<file path="src/rtl/escritor_quadro_if.sv">
// Custom-instruction command bus between the processor and the frame writer.
// The processor drives a command word, a payload and a one-cycle start strobe.
// The writer answers with a one-cycle done pulse and a result word.
interface escritor_quadro_if;
  logic [31:0] dataa;
  logic [31:0] datab;
  logic        start;
  logic [31:0] result;
  logic        done;

  modport master (
    output dataa,
    output datab,
    output start,
    input  result,
    input  done
  );

  modport slave (
    input  dataa,
    input  datab,
    input  start,
    output result,
    output done
  );
endinterface

</file>
<file path="src/rtl/escritor_quadro.sv">
// Writer side of the 64x64 1-bit frame RAM used by the VGA scan-out.
// Turns custom-instruction commands into RAM write cycles:
//   opcode 0 PIXEL : one write of datab[0] at the given address
//   opcode 1 WORD  : WORD_BITS writes of datab[i] at addr+i (wrapping)
//   opcode 2 FILL  : datab[0] written to every address, 0 upwards
//   opcode 3 ID    : no writes, returns ID_VALUE
//   others         : no writes, returns all ones
// Write opcodes return the number of writes issued.
module escritor_quadro #(
  parameter int          ADDR_WIDTH = 12,
  parameter int          WORD_BITS  = 32,
  parameter logic [31:0] ID_VALUE   = 32'h5646_0040
) (
  input  logic                  clk,
  input  logic                  reset,
  escritor_quadro_if.slave      cmd,
  output logic                  wren,
  output logic                  data,
  output logic [ADDR_WIDTH-1:0] wraddress
);

  localparam int TOTAL_W = ADDR_WIDTH + 1;
  localparam int IDX_W   = $clog2(WORD_BITS);

  localparam logic [3:0] OP_PIXEL = 4'd0;
  localparam logic [3:0] OP_WORD  = 4'd1;
  localparam logic [3:0] OP_FILL  = 4'd2;
  localparam logic [3:0] OP_ID    = 4'd3;

  typedef enum logic [1:0] {
    IDLE   = 2'd0,
    WRITE  = 2'd1,
    FINISH = 2'd2
  } state_t;

  state_t                 state_r, state_nxt_s;
  logic [ADDR_WIDTH-1:0]  cnt_r, cnt_nxt_s;
  logic [IDX_W-1:0]       idx_r, idx_nxt_s;
  logic [WORD_BITS-1:0]   payload_r, payload_nxt_s;
  logic [TOTAL_W-1:0]     total_r, total_nxt_s;
  logic                   wren_r, wren_nxt_s;
  logic                   data_r, data_nxt_s;
  logic [ADDR_WIDTH-1:0]  wraddress_r, wraddress_nxt_s;
  logic                   done_r, done_nxt_s;
  logic [31:0]            result_r, result_nxt_s;

  logic [3:0]             opcode_s;
  logic [ADDR_WIDTH-1:0]  cmd_addr_s;
  logic [TOTAL_W-1:0]     n_writes_s;
  logic                   unused_dataa_s;

  assign opcode_s       = cmd.dataa[31:28];
  assign cmd_addr_s     = cmd.dataa[ADDR_WIDTH-1:0];
  // Bits between the opcode and the address carry no meaning.
  assign unused_dataa_s = ^cmd.dataa[27:ADDR_WIDTH];

  // Number of RAM writes the incoming opcode will issue (zero for non-write opcodes).
  always_comb begin
    n_writes_s = '0;
    case (opcode_s)
      OP_PIXEL: n_writes_s = TOTAL_W'(1);
      OP_WORD:  n_writes_s = TOTAL_W'(WORD_BITS);
      OP_FILL:  n_writes_s = TOTAL_W'(1) << ADDR_WIDTH;
      default:  n_writes_s = '0;
    endcase
  end

  // Next-state and next-output logic; every register holds unless a state says otherwise.
  always_comb begin
    state_nxt_s     = state_r;
    cnt_nxt_s       = cnt_r;
    idx_nxt_s       = idx_r;
    payload_nxt_s   = payload_r;
    total_nxt_s     = total_r;
    wren_nxt_s      = 1'b0;
    data_nxt_s      = data_r;
    wraddress_nxt_s = wraddress_r;
    done_nxt_s      = 1'b0;
    result_nxt_s    = result_r;

    case (state_r)
      IDLE: begin
        if (cmd.start) begin
          case (opcode_s)
            OP_PIXEL, OP_WORD, OP_FILL: begin
              // First write is presented right away; counter tracks the remaining ones.
              state_nxt_s     = WRITE;
              total_nxt_s     = n_writes_s;
              cnt_nxt_s       = ADDR_WIDTH'(n_writes_s - TOTAL_W'(1));
              idx_nxt_s       = IDX_W'(1);
              payload_nxt_s   = (opcode_s == OP_FILL) ? {WORD_BITS{cmd.datab[0]}}
                                                      : cmd.datab[WORD_BITS-1:0];
              wraddress_nxt_s = (opcode_s == OP_FILL) ? '0 : cmd_addr_s;
              data_nxt_s      = cmd.datab[0];
              wren_nxt_s      = 1'b1;
            end
            OP_ID: begin
              state_nxt_s  = FINISH;
              done_nxt_s   = 1'b1;
              result_nxt_s = ID_VALUE;
            end
            default: begin
              state_nxt_s  = FINISH;
              done_nxt_s   = 1'b1;
              result_nxt_s = 32'hFFFF_FFFF;
            end
          endcase
        end else begin
          state_nxt_s = IDLE;
        end
      end

      WRITE: begin
        if (cnt_r == '0) begin
          // Last write was on the RAM port this cycle; report the write count.
          state_nxt_s  = FINISH;
          done_nxt_s   = 1'b1;
          result_nxt_s = 32'(total_r);
        end else begin
          cnt_nxt_s       = cnt_r - ADDR_WIDTH'(1);
          wren_nxt_s      = 1'b1;
          wraddress_nxt_s = wraddress_r + ADDR_WIDTH'(1);
          data_nxt_s      = payload_r[idx_r];
          idx_nxt_s       = idx_r + IDX_W'(1);
        end
      end

      FINISH: begin
        state_nxt_s = IDLE;
      end

      default: begin
        state_nxt_s = IDLE;
      end
    endcase
  end

  // FSM state register.
  always_ff @(posedge clk or negedge reset) begin
    if (!reset) begin
      state_r <= IDLE;
    end else begin
      state_r <= state_nxt_s;
    end
  end

  // Datapath and output registers; reset aborts any command in flight.
  always_ff @(posedge clk or negedge reset) begin
    if (!reset) begin
      cnt_r       <= '0;
      idx_r       <= '0;
      payload_r   <= '0;
      total_r     <= '0;
      wren_r      <= 1'b0;
      data_r      <= 1'b0;
      wraddress_r <= '0;
      done_r      <= 1'b0;
      result_r    <= 32'h0000_0000;
    end else begin
      cnt_r       <= cnt_nxt_s;
      idx_r       <= idx_nxt_s;
      payload_r   <= payload_nxt_s;
      total_r     <= total_nxt_s;
      wren_r      <= wren_nxt_s;
      data_r      <= data_nxt_s;
      wraddress_r <= wraddress_nxt_s;
      done_r      <= done_nxt_s;
      result_r    <= result_nxt_s;
    end
  end

  assign wren       = wren_r;
  assign data       = data_r;
  assign wraddress  = wraddress_r;
  assign cmd.done   = done_r;
  assign cmd.result = result_r;

endmodule

</file>
<file path="src/flat_wrapper.sv">
// flat-port wrapper written by rule: the top's interface ports become plain ports
module escritor_quadro_flat 
#(
  parameter int          ADDR_WIDTH = 12,
  parameter int          WORD_BITS  = 32,
  parameter logic [31:0] ID_VALUE   = 32'h5646_0040
)
  (clk, reset, wren, data, wraddress, cmd_dataa, cmd_datab, cmd_start, cmd_result, cmd_done);
  escritor_quadro_if cmd_i ();
  input  logic clk;
  input  logic reset;
  output logic wren;
  output logic data;
  output logic [ADDR_WIDTH-1:0] wraddress;
  input wire logic [$bits(cmd_i.dataa)-1:0] cmd_dataa;
  input wire logic [$bits(cmd_i.datab)-1:0] cmd_datab;
  input wire logic [$bits(cmd_i.start)-1:0] cmd_start;
  output wire logic [$bits(cmd_i.result)-1:0] cmd_result;
  output wire logic [$bits(cmd_i.done)-1:0] cmd_done;
  assign cmd_i.dataa = cmd_dataa;
  assign cmd_i.datab = cmd_datab;
  assign cmd_i.start = cmd_start;
  assign cmd_result = cmd_i.result;
  assign cmd_done = cmd_i.done;
  escritor_quadro #(.ADDR_WIDTH(ADDR_WIDTH), .WORD_BITS(WORD_BITS), .ID_VALUE(ID_VALUE)) u_core (.clk(clk), .reset(reset), .cmd(cmd_i), .wren(wren), .data(data), .wraddress(wraddress));
endmodule
</file>
<file path="config.mk">
export PLATFORM = sky130hd
export DESIGN_NAME = escritor_quadro_flat
export DESIGN_NICKNAME = d
export VERILOG_FILES = /design/src/rtl/escritor_quadro_if.sv /design/src/rtl/escritor_quadro.sv /design/src/flat_wrapper.sv
export SDC_FILE = /design/constraint.sdc
export NUM_CORES = 1
export LEC_CHECK = 0
export CELL_PAD_IN_SITES_DETAIL_PLACEMENT = 1
export CELL_PAD_IN_SITES_GLOBAL_PLACEMENT = 1
export CORE_MARGIN = 1
export CORE_UTILIZATION = 32
export DETAILED_ROUTE_END_ITERATION = 8
export MAX_ROUTING_LAYER = met4
export PLACE_DENSITY = 0.84
export SLEW_MARGIN = 20
export SYNTH_ARGS = -nofsm -noshare
export SYNTH_HDL_FRONTEND = slang
export SYNTH_SLANG_ARGS = --single-unit
export TNS_END_PERCENT = 10
</file>
<file path="constraint.sdc">
create_clock -name clk -period 2.35 [get_ports clk]
set_clock_uncertainty 0.15 [all_clocks]
set_input_delay 0.5875 -clock clk [delete_from_list [all_inputs] [get_ports clk]]
set_output_delay 0.5875 -clock clk [all_outputs]
set_load 0.01 [all_outputs]
</file>
# == Word level (Yosys, flattened, before mapping) ==
# Cells that the tools add are included.
# word_totals
mem_count,0
rom_bits,0
ram_bits,0
latchBits,0
output_inout_bits,47
register_bits,111
elab_cells,69
# op_classes
shifts,0
n_mux,37
div,0
addsub,4
n_eq_ne,9
n_mul,0
n_bitwise,0
n_reduce_logical,8
order_cmp,1
# op_table
operator,count
32-bit one-hot mux with 2 select lines,2
32-bit 2-to-1 mux,3
12-bit 2-to-1 mux,7
12-bit one-hot mux with 2 select lines,2
13-bit one-hot mux with 3 select lines,1
12-bit by 1-bit subtractor with 12-bit output (second input constant),2
5-bit 2-to-1 mux,3
12-bit by 1-bit adder with 12-bit output (second input constant),1
12-bit zero test,1
1-bit 2-to-1 mux,10
5-bit one-hot mux with 2 select lines,1
4-bit by 2-bit == test with 1-bit output (second input constant),2
2-bit != test (second input constant),4
4-bit AND reduction,2
5-bit by 6-bit < comparator with 1-bit output (second input constant),1
2-bit 2-to-1 mux,3
1-bit one-hot mux with 2 select lines,3
5-bit by 1-bit adder with 5-bit output (second input constant),1
1-bit binary-select mux with 5-bit select,1
4-bit by 1-bit == test with 1-bit output (second input constant),1
4-bit zero test,1
2-bit one-hot mux with 2 select lines,1
3-bit AND reduction,1
3-bit OR reduction,1
other kinds (4),4

# == Depth between registers and ports, before layout ==
# Gate-level depths: netlist (run 1).
# depth
depth_word,6
depth_mapped,10
depth_no_buf,7

# == Worst setup path after synthesis (run 1) ==
# OpenSTA, ideal clock, no wires.
# synth_path
path_type,input port to flip-flop
from,in cmd_dataa[29]
to,reg u_core.cnt_r[10]
slack_ns,-0.083
setup_time_ns,0.077
n_path_buf,2
cell_stages,9
arrival_ns,2.206
cell_sequence,or3_1 -> clkbuf_1 -> nor3_1 -> a21oi_1 -> ha_1 -> buf_1 -> o221a_2 -> a41o_1 -> a21oi_1
# synth_between
elab_chain_cells,6
word_cells_on_any_way,11
# synth_rtl
element,line,rtl
from (decl),flat_wrapper.sv:15,input wire logic [$bits(cmd_i.dataa)-1:0] cmd_dataa;
4-bit by 2-bit == test with 1-bit output (tied with other cells),"escritor_quadro.sv:60, escritor_quadro.sv:84",
13-bit one-hot mux with 3 select lines,escritor_quadro.sv:60,case (opcode_s)
12-bit by 1-bit subtractor with 12-bit output,escritor_quadro.sv:89,cnt_nxt_s = ADDR_WIDTH'(n_writes_s - TOTAL_W'(1));
12-bit 2-to-1 mux,escritor_quadro.sv:84,case (opcode_s)
12-bit 2-to-1 mux,escritor_quadro.sv:83,if (cmd.start) begin
12-bit one-hot mux with 2 select lines,escritor_quadro.sv:81,case (state_r)
to (signal assigned),escritor_quadro.sv:160,cnt_r <= cnt_nxt_s;
to (decl),escritor_quadro.sv:37,"logic [ADDR_WIDTH-1:0] cnt_r, cnt_nxt_s;"
# Parallel ways exist; a longest one is shown, timed or not. The select of a mux whose other input is x is not followed.
# A chain may end at the register's enable or synchronous reset.

# == Worst setup path after layout (run 1) ==
# Ends and elaborated chain as after synthesis.

==> flow_metrics.tcl, run 1 <==
set metrics [dict create \
    cp_max_fo 6 \
    crit_required_ps 2470 \
    cts_tree "yes" \
    arrival_ps 2450 \
    floorplan.initialDensity_pct 32.9 \
    die_w_um 113 \
    netlist_area_sq_um 3970 \
    maxCapViolations 0 \
    routabilityCongestion 0.815 \
    avgSynthCellArea_sq_um 9.09 \
    start_kind "input port" \
    yosys.area_share.simple_pct 17.4 \
    holdWs_ps 129 \
    path_class "in -> reg" \
    yosys_warnings 0 \
    synth-seq-cells 74 \
    synth_top_family_by_area "compound AO/OA/AOI/OAI gates" \
    drcViolationCount 0 \
    area_growth_pct 37.9 \
    hold_viol_final 0 \
    hold_buffers 0 \
    drive_gt1_share_pct 14.9 \
    die_area_sq_um 12900 \
    hp-class "in -> async" \
    antenna_found_initial 0 \
    synth_xor_area_share_pct 0.661 \
    drt_iter0_drc 212 \
    core_sq_um 12100 \
    yosys_most_used_dff "dfrtp_1" \
    cts_setup_buffers 0 \
    finalSetupViolCount 0 \
    ir_worst_vdd_uv 405 \
    rsz0062_at_grt "true" \
    worstMarginPinSlew_ps 576 \
    clock_latency_ps 350 \
    synth_cells 437 \
    die_y_um 113 \
    grt_pass1_wl_um 19400 \
    end_kind "flop" \
    power_density_nw_per_um2 1080 \
    clkTransAtPathRegs_ps 60 \
    relSlewSlack_pct 61.6 \
    vias 3635 \
    synthAdderAreaFrac_pct 0.945 \
    final.period_utilization_pct 99.3 \
    design_area_sq_um 5480 \
    fin_ws_ps 17.3 \
    tns_ps 0 \
    vias_per_cell 5.22 \
    finalPower_mw 5.90 \
    yosysSeqAreaShare_pct 46.6 \
    portBuffers 97 \
    grt_pass1_vias 3839 \
    h-tree-depth 3 \
    pre_cts_slack_ps -400 \
    routed_wl_um 11700 \
    hpwl_um 8090 \
    synthMuxAreaShare_pct 4.53 \
    leakagePower_nw 2.29 \
    track_usage_pct 19.8 \
    routedWlPerCell_um 16.7 \
    synth-compound-area-share_pct 20.7 \
    nets 594 \
    antenna_cells 0 \
    cts.sinks 74 \
    rows 40 \
    cts_buffer_depth 2 \
    root_buffer "clkbuf_16" \
    syn-num-nets 507 \
    grt_max_degree 75 \
    status "complete, no violations" \
    ys_types 53 \
    numCtsBuffers 9 \
    first_pass_iters 4 \
    antenna_left 0 \
    synth-edff-count 0 \
    slew_viol_final 0 \
    ctsResizeCount 5 \
    async_flop_share_pct 100 \
    placed_area_sq_um 5150 \
    clock.fmax_mhz 429 \
    grt_overflow 0 \
    boundaryPins 114 \
    min_period_ps 2330 \
]
[cell families after synthesis]
family,Yosys count
AND/OR/NAND/NOR,144
multiplexers,8
AO/OA/AOI/OAI,140
buffers and inverters,65
flip-flops,74
adder cells (fa/ha/maj),3
XOR/XNOR,3
[layer usage]
layer  vias to the layer above  global-route usage [%]  wire length [um]
met5                         -                       -                 0
met4                         0                    7.19               169
met3                        14                    4.04               475
met2                       101                    35.4              6140
met1                      1806                    22.0              4870
li1                       1714                       -                 -
[placed cells by master, fill, tap and decap left out, types with 3 or more instances in the layout]
cell type / synthesis / layout
a211oi_1: 4 / 4
nor4_1: 4 / 3
nand2b_1: 3 / 3
a21oi_1: 56 / 55
nand3_1: 11 / 11
clkbuf_16: 0 / 9
nor2b_1: 3 / 3
buf_4: 28 / 30
a221o_1: 6 / 6
buf_12: 0 / 5
clkinvlp_4: 0 / 4
nand4_1: 8 / 8
o21ai_0: 45 / 45
mux4_2: 8 / 8
inv_1: 8 / 8
dfrtp_1: 74 / 73
nor3_1: 7 / 5
clkdlybuf4s50_1: 0 / 95
a31oi_1: 8 / 8
nor2_1: 27 / 25
nand2_1: 64 / 64
a22oi_1: 5 / 5
[per-stage QoR]
| stage | utilization [%] | std cells |
|---|---|---|
| 2_1_floorplan | - | 437 |
| 3_3_place_gp | 42.7 | 681 |
| 3_5_place_dp | 42.7 | 681 |
| 4_1_cts | 45.2 | 697 |
| 5_1_grt | 45.4 | 697 |
| 6_report | 45.4 | 697 |
[flip-flops by register name (all words and copies together), names as in the netlist]
name	flops
u_core.data	1
u_core.wraddress	12
u_core.cmd.done	1
u_core.cmd.result	5
u_core.wren	1
u_core.idx_r	5
u_core.state_r	2
u_core.payload_r	32
u_core.cnt_r	12
u_core.total_r	3
[power by group]
| group | switching, mW | internal (mW) | total (mW) |
|---|---|---|---|
| clock | 0.570 | 0.747 | 1.32 |
| sequential | 0.525 | 1.76 | 2.29 |
| combinational | 1.07 | 1.22 | 2.29 |
| total | 2.16 | 3.74 | 5.90 |
[layout make-up]
class,count,area [sq um]
fillers,1382,6580
flip-flops and latches,74,1850
multi-input cells,298,1810
repair buffers,132,1290
clock buffers,11,243
well taps,168,210
clock inverters,5,38.8
inverters,9,33.8
[path summary, 6_finish.rpt]
kind | depth (start not counted) | slack, ps | start | end
worst min-delay path | 2 | 130 | reset | u_core.cmd.result[0]
worst min register to register | 2 | 330 | u_core.payload_r[22] | u_core.payload_r[22]
worst max register to register | 5 | 140 | u_core.cnt_r[8] | u_core.cmd.result[5]
max in group asynchronous | 2 | 1610 | reset | u_core.cnt_r[2]
min in group clk | 2 | 330 | u_core.payload_r[22] | u_core.payload_r[22]
worst max-delay path | 8 | 20 | cmd_dataa[29] | u_core.cnt_r[10]
[worst max-delay path: stages]
cell and delay, ps:
clkdlybuf4s50_1 450, or3_4 420, nor3_4 160, a21oi_1 80, ha_2 220, o221a_4 140
a41o_1 240, a21oi_1 150
[Yosys cell counts (all sizes together), types with 3 or more instances]
| cell type | number | area (sq um) |
|---|---|---|
| nor4 | 5 | 46.3 |
| a221o | 6 | 60.1 |
| nand2b | 3 | 18.8 |
| o21ai | 46 | 230 |
| nand4 | 9 | 62.6 |
| nor3 | 8 | 45.0 |
| inv | 9 | 33.8 |
| ha | 3 | 37.5 |
| nor2 | 28 | 113 |
| a31oi | 8 | 50.1 |
| or3 | 3 | 18.8 |
| a22oi | 5 | 37.5 |
| dfrtp | 74 | 1850 |
| nand2 | 65 | 246 |
| a21oi | 58 | 305 |
| a211oi | 4 | 30.0 |
| clkbuf | 18 | 67.6 |
| buf | 38 | 263 |
| nor2b | 3 | 18.8 |
| nand3 | 11 | 55.1 |
| mux4 | 8 | 180 |
Note: power is estimated with default switching activity, not from simulation.
==> run 2, diff against run 1 <==
--- a/config.mk
+++ b/config.mk
@@ -8,11 +8,11 @@
 export CELL_PAD_IN_SITES_DETAIL_PLACEMENT = 1
 export CELL_PAD_IN_SITES_GLOBAL_PLACEMENT = 1
 export CORE_MARGIN = 1
-export CORE_UTILIZATION = 32
+export CORE_UTILIZATION = 42
 export DETAILED_ROUTE_END_ITERATION = 8
+export DONT_BUFFER_PORTS = 1
 export MAX_ROUTING_LAYER = met4
-export PLACE_DENSITY = 0.84
-export SLEW_MARGIN = 20
+export PLACE_DENSITY = 0.83
 export SYNTH_ARGS = -nofsm -noshare
 export SYNTH_HDL_FRONTEND = slang
 export SYNTH_SLANG_ARGS = --single-unit
==> constraint.sdc (replaced) <==
create_clock -name clk -period 2.35 [get_ports clk]
set_clock_uncertainty 0.15 [all_clocks]
set_input_delay 0.47 -clock clk [delete_from_list [all_inputs] [get_ports clk]]
set_output_delay 0.47 -clock clk [all_outputs]
set_load 0.01 [all_outputs]
==> flow_metrics.tcl, run 2 (same netlist as run 1, synthesis figures left out) <==
set metrics [dict create \
    core_sq_um 9200 \
    area_growth_pct 5.64 \
    critical_path.max_stage_delay_ps 500 \
    power_density_nw_per_um2 1180 \
    hold_viol_final 0 \
    rr_startpoint "u_core.state_r[0]" \
    cts.sinks 74 \
    pre_cts_slack_ps 6.84 \
    final_common_cell "dfrtp_1" \
    slew_viol_final 0 \
    vias_per_cell 5.90 \
    clock.fmax_mhz 452 \
    final_util_pct 45.6 \
    hp-class "in -> reg" \
    clkTransAtPathRegs_ps 90 \
    cts_tree "yes" \
    rsz0062_at_grt "false" \
    portBuffers 0 \
    drive_gt1_share_pct 13.3 \
    final_cell_mix "dfrtp_1 (73), nand2_1 (64), a21oi_1 (56)" \
    clock_latency_ps 360 \
    largest_reg_flops 32 \
    grt_max_degree 75 \
    end_kind "flop" \
    relSlewSlack_pct 40.0 \
    rr_worst_depth 6 \
    fin_ws_ps 138 \
    cp_max_fo 24 \
    rows 35 \
    antenna_cells 0 \
    ir_worst_vdd_uv 387 \
    boundaryPins 114 \
    antenna_found_initial 0 \
    finalSetupViolCount 0 \
    startpoint "u_core.state_r[0]" \
    layoutNonFillerInstCount 526 \
    routed_wl_um 9650 \
    placedCellCount 508 \
    floorplan.initialDensity_pct 43.2 \
    arrival_ps 2310 \
    routedWlPerCell_um 18.3 \
    endpoint "u_core.wraddress[11]" \
    cts_buffer_depth 2 \
    worst_path_max_delay_cell "or3b_1" \
    r2r_slack_ps 140 \
    nets 480 \
    first_pass_iters 4 \
    cts_setup_buffers 0 \
    final.period_utilization_pct 94.1 \
    grt_overflow 0 \
    drcViolationCount 0 \
    maxCapViolations 0 \
    die_y_um 99.3 \
    vias 3105 \
    start_kind "flop" \
    min_period_ps 2210 \
    drt_iter0_drc 115 \
    crit_chain "or3b_1, nor2_4, a21oi_4, inv_2, o21ai_0, a221o_1" \
    track_usage_pct 21.5 \
    crit_required_ps 2440 \
    routabilityCongestion 0.895 \
    top_register "u_core.payload_r" \
    root_buffer "clkbuf_8" \
    finalPower_mw 4.94 \
    status "complete, no violations" \
    h-tree-depth 3 \
    r2r_end "u_core.wraddress[11]" \
    die_area_sq_um 9850 \
    cp_num_buf_inv 1 \
    die_w_um 99.3 \
    grt_pass1_vias 3277 \
    cp_top_family "simple AND/OR/NAND/NOR gates" \
    cp.depth 6 \
    worstMarginPinSlew_ps 896 \
    numCtsBuffers 9 \
    antenna_left 0 \
    path_class "reg -> reg" \
    hpwl_um 6550 \
    grt_pass1_wl_um 16200 \
    leakagePower_nw 1.79 \
]
==> run 2: how the worst min path moves through the flow <==
stage	start	end	cells after the start
2_1_floorplan	reset	u_core.cmd.done	0
3_3_place_gp	reset	u_core.cmd.done	0
3_5_place_dp	reset	u_core.cmd.result[29]	0
4_1_cts	cmd_dataa[28]	u_core.total_r[0]	1
5_1_grt	cmd_dataa[28]	u_core.total_r[0]	1
6_report	cmd_dataa[28]	u_core.total_r[0]	1
==> run 2: layer usage <==
layer	track usage, %	up-vias	share of wire [%]
li1	-	1477	-
met1	26.4	1548	45
met2	35.5	67	50
met3	3.72	13	3.8
met4	8.37	0	1.6
met5	-	-	0
==> run 2: report_power, final <==
part	leakage (nW)	total, mW	switching [mW]	internal (mW)
registers	0.909	2.36	0.603	1.76
clock network	0.103	1.06	0.528	0.531
logic	0.778	1.52	0.834	0.685
total	1.79	4.94	1.97	2.97
==> run 2: stage by stage <==
stage | setup TNS (ps) | hold WS, ps | area (sq um)
floorplan | -43.3 | 24.4 | 3980
global placement | 0 | 27.8 | 3940
detailed placement | 0 | 27.6 | 3940
CTS | 0 | 31.6 | 4190
global route | 0 | 27.3 | 4200
finish | 0 | 42.5 | 4200
==> run 2: cell type report <==
| cell class | instances | area [sq um] |
|---|---|---|
| well taps | 111 | 139 |
| clock inverters | 6 | 72.6 |
| inverters | 9 | 33.8 |
| repair buffers | 18 | 195 |
| multi-input cells | 298 | 1770 |
| fillers | 1084 | 5000 |
| clock buffers | 10 | 138 |
| flip-flops and latches | 74 | 1850 |
==> run 2: repair_timing <==
action	in CTS	in global routing
hold buffers	2	0
hold endpoints to repair	74	0
endpoints found under the setup margin	0	1
resized for setup	0	1
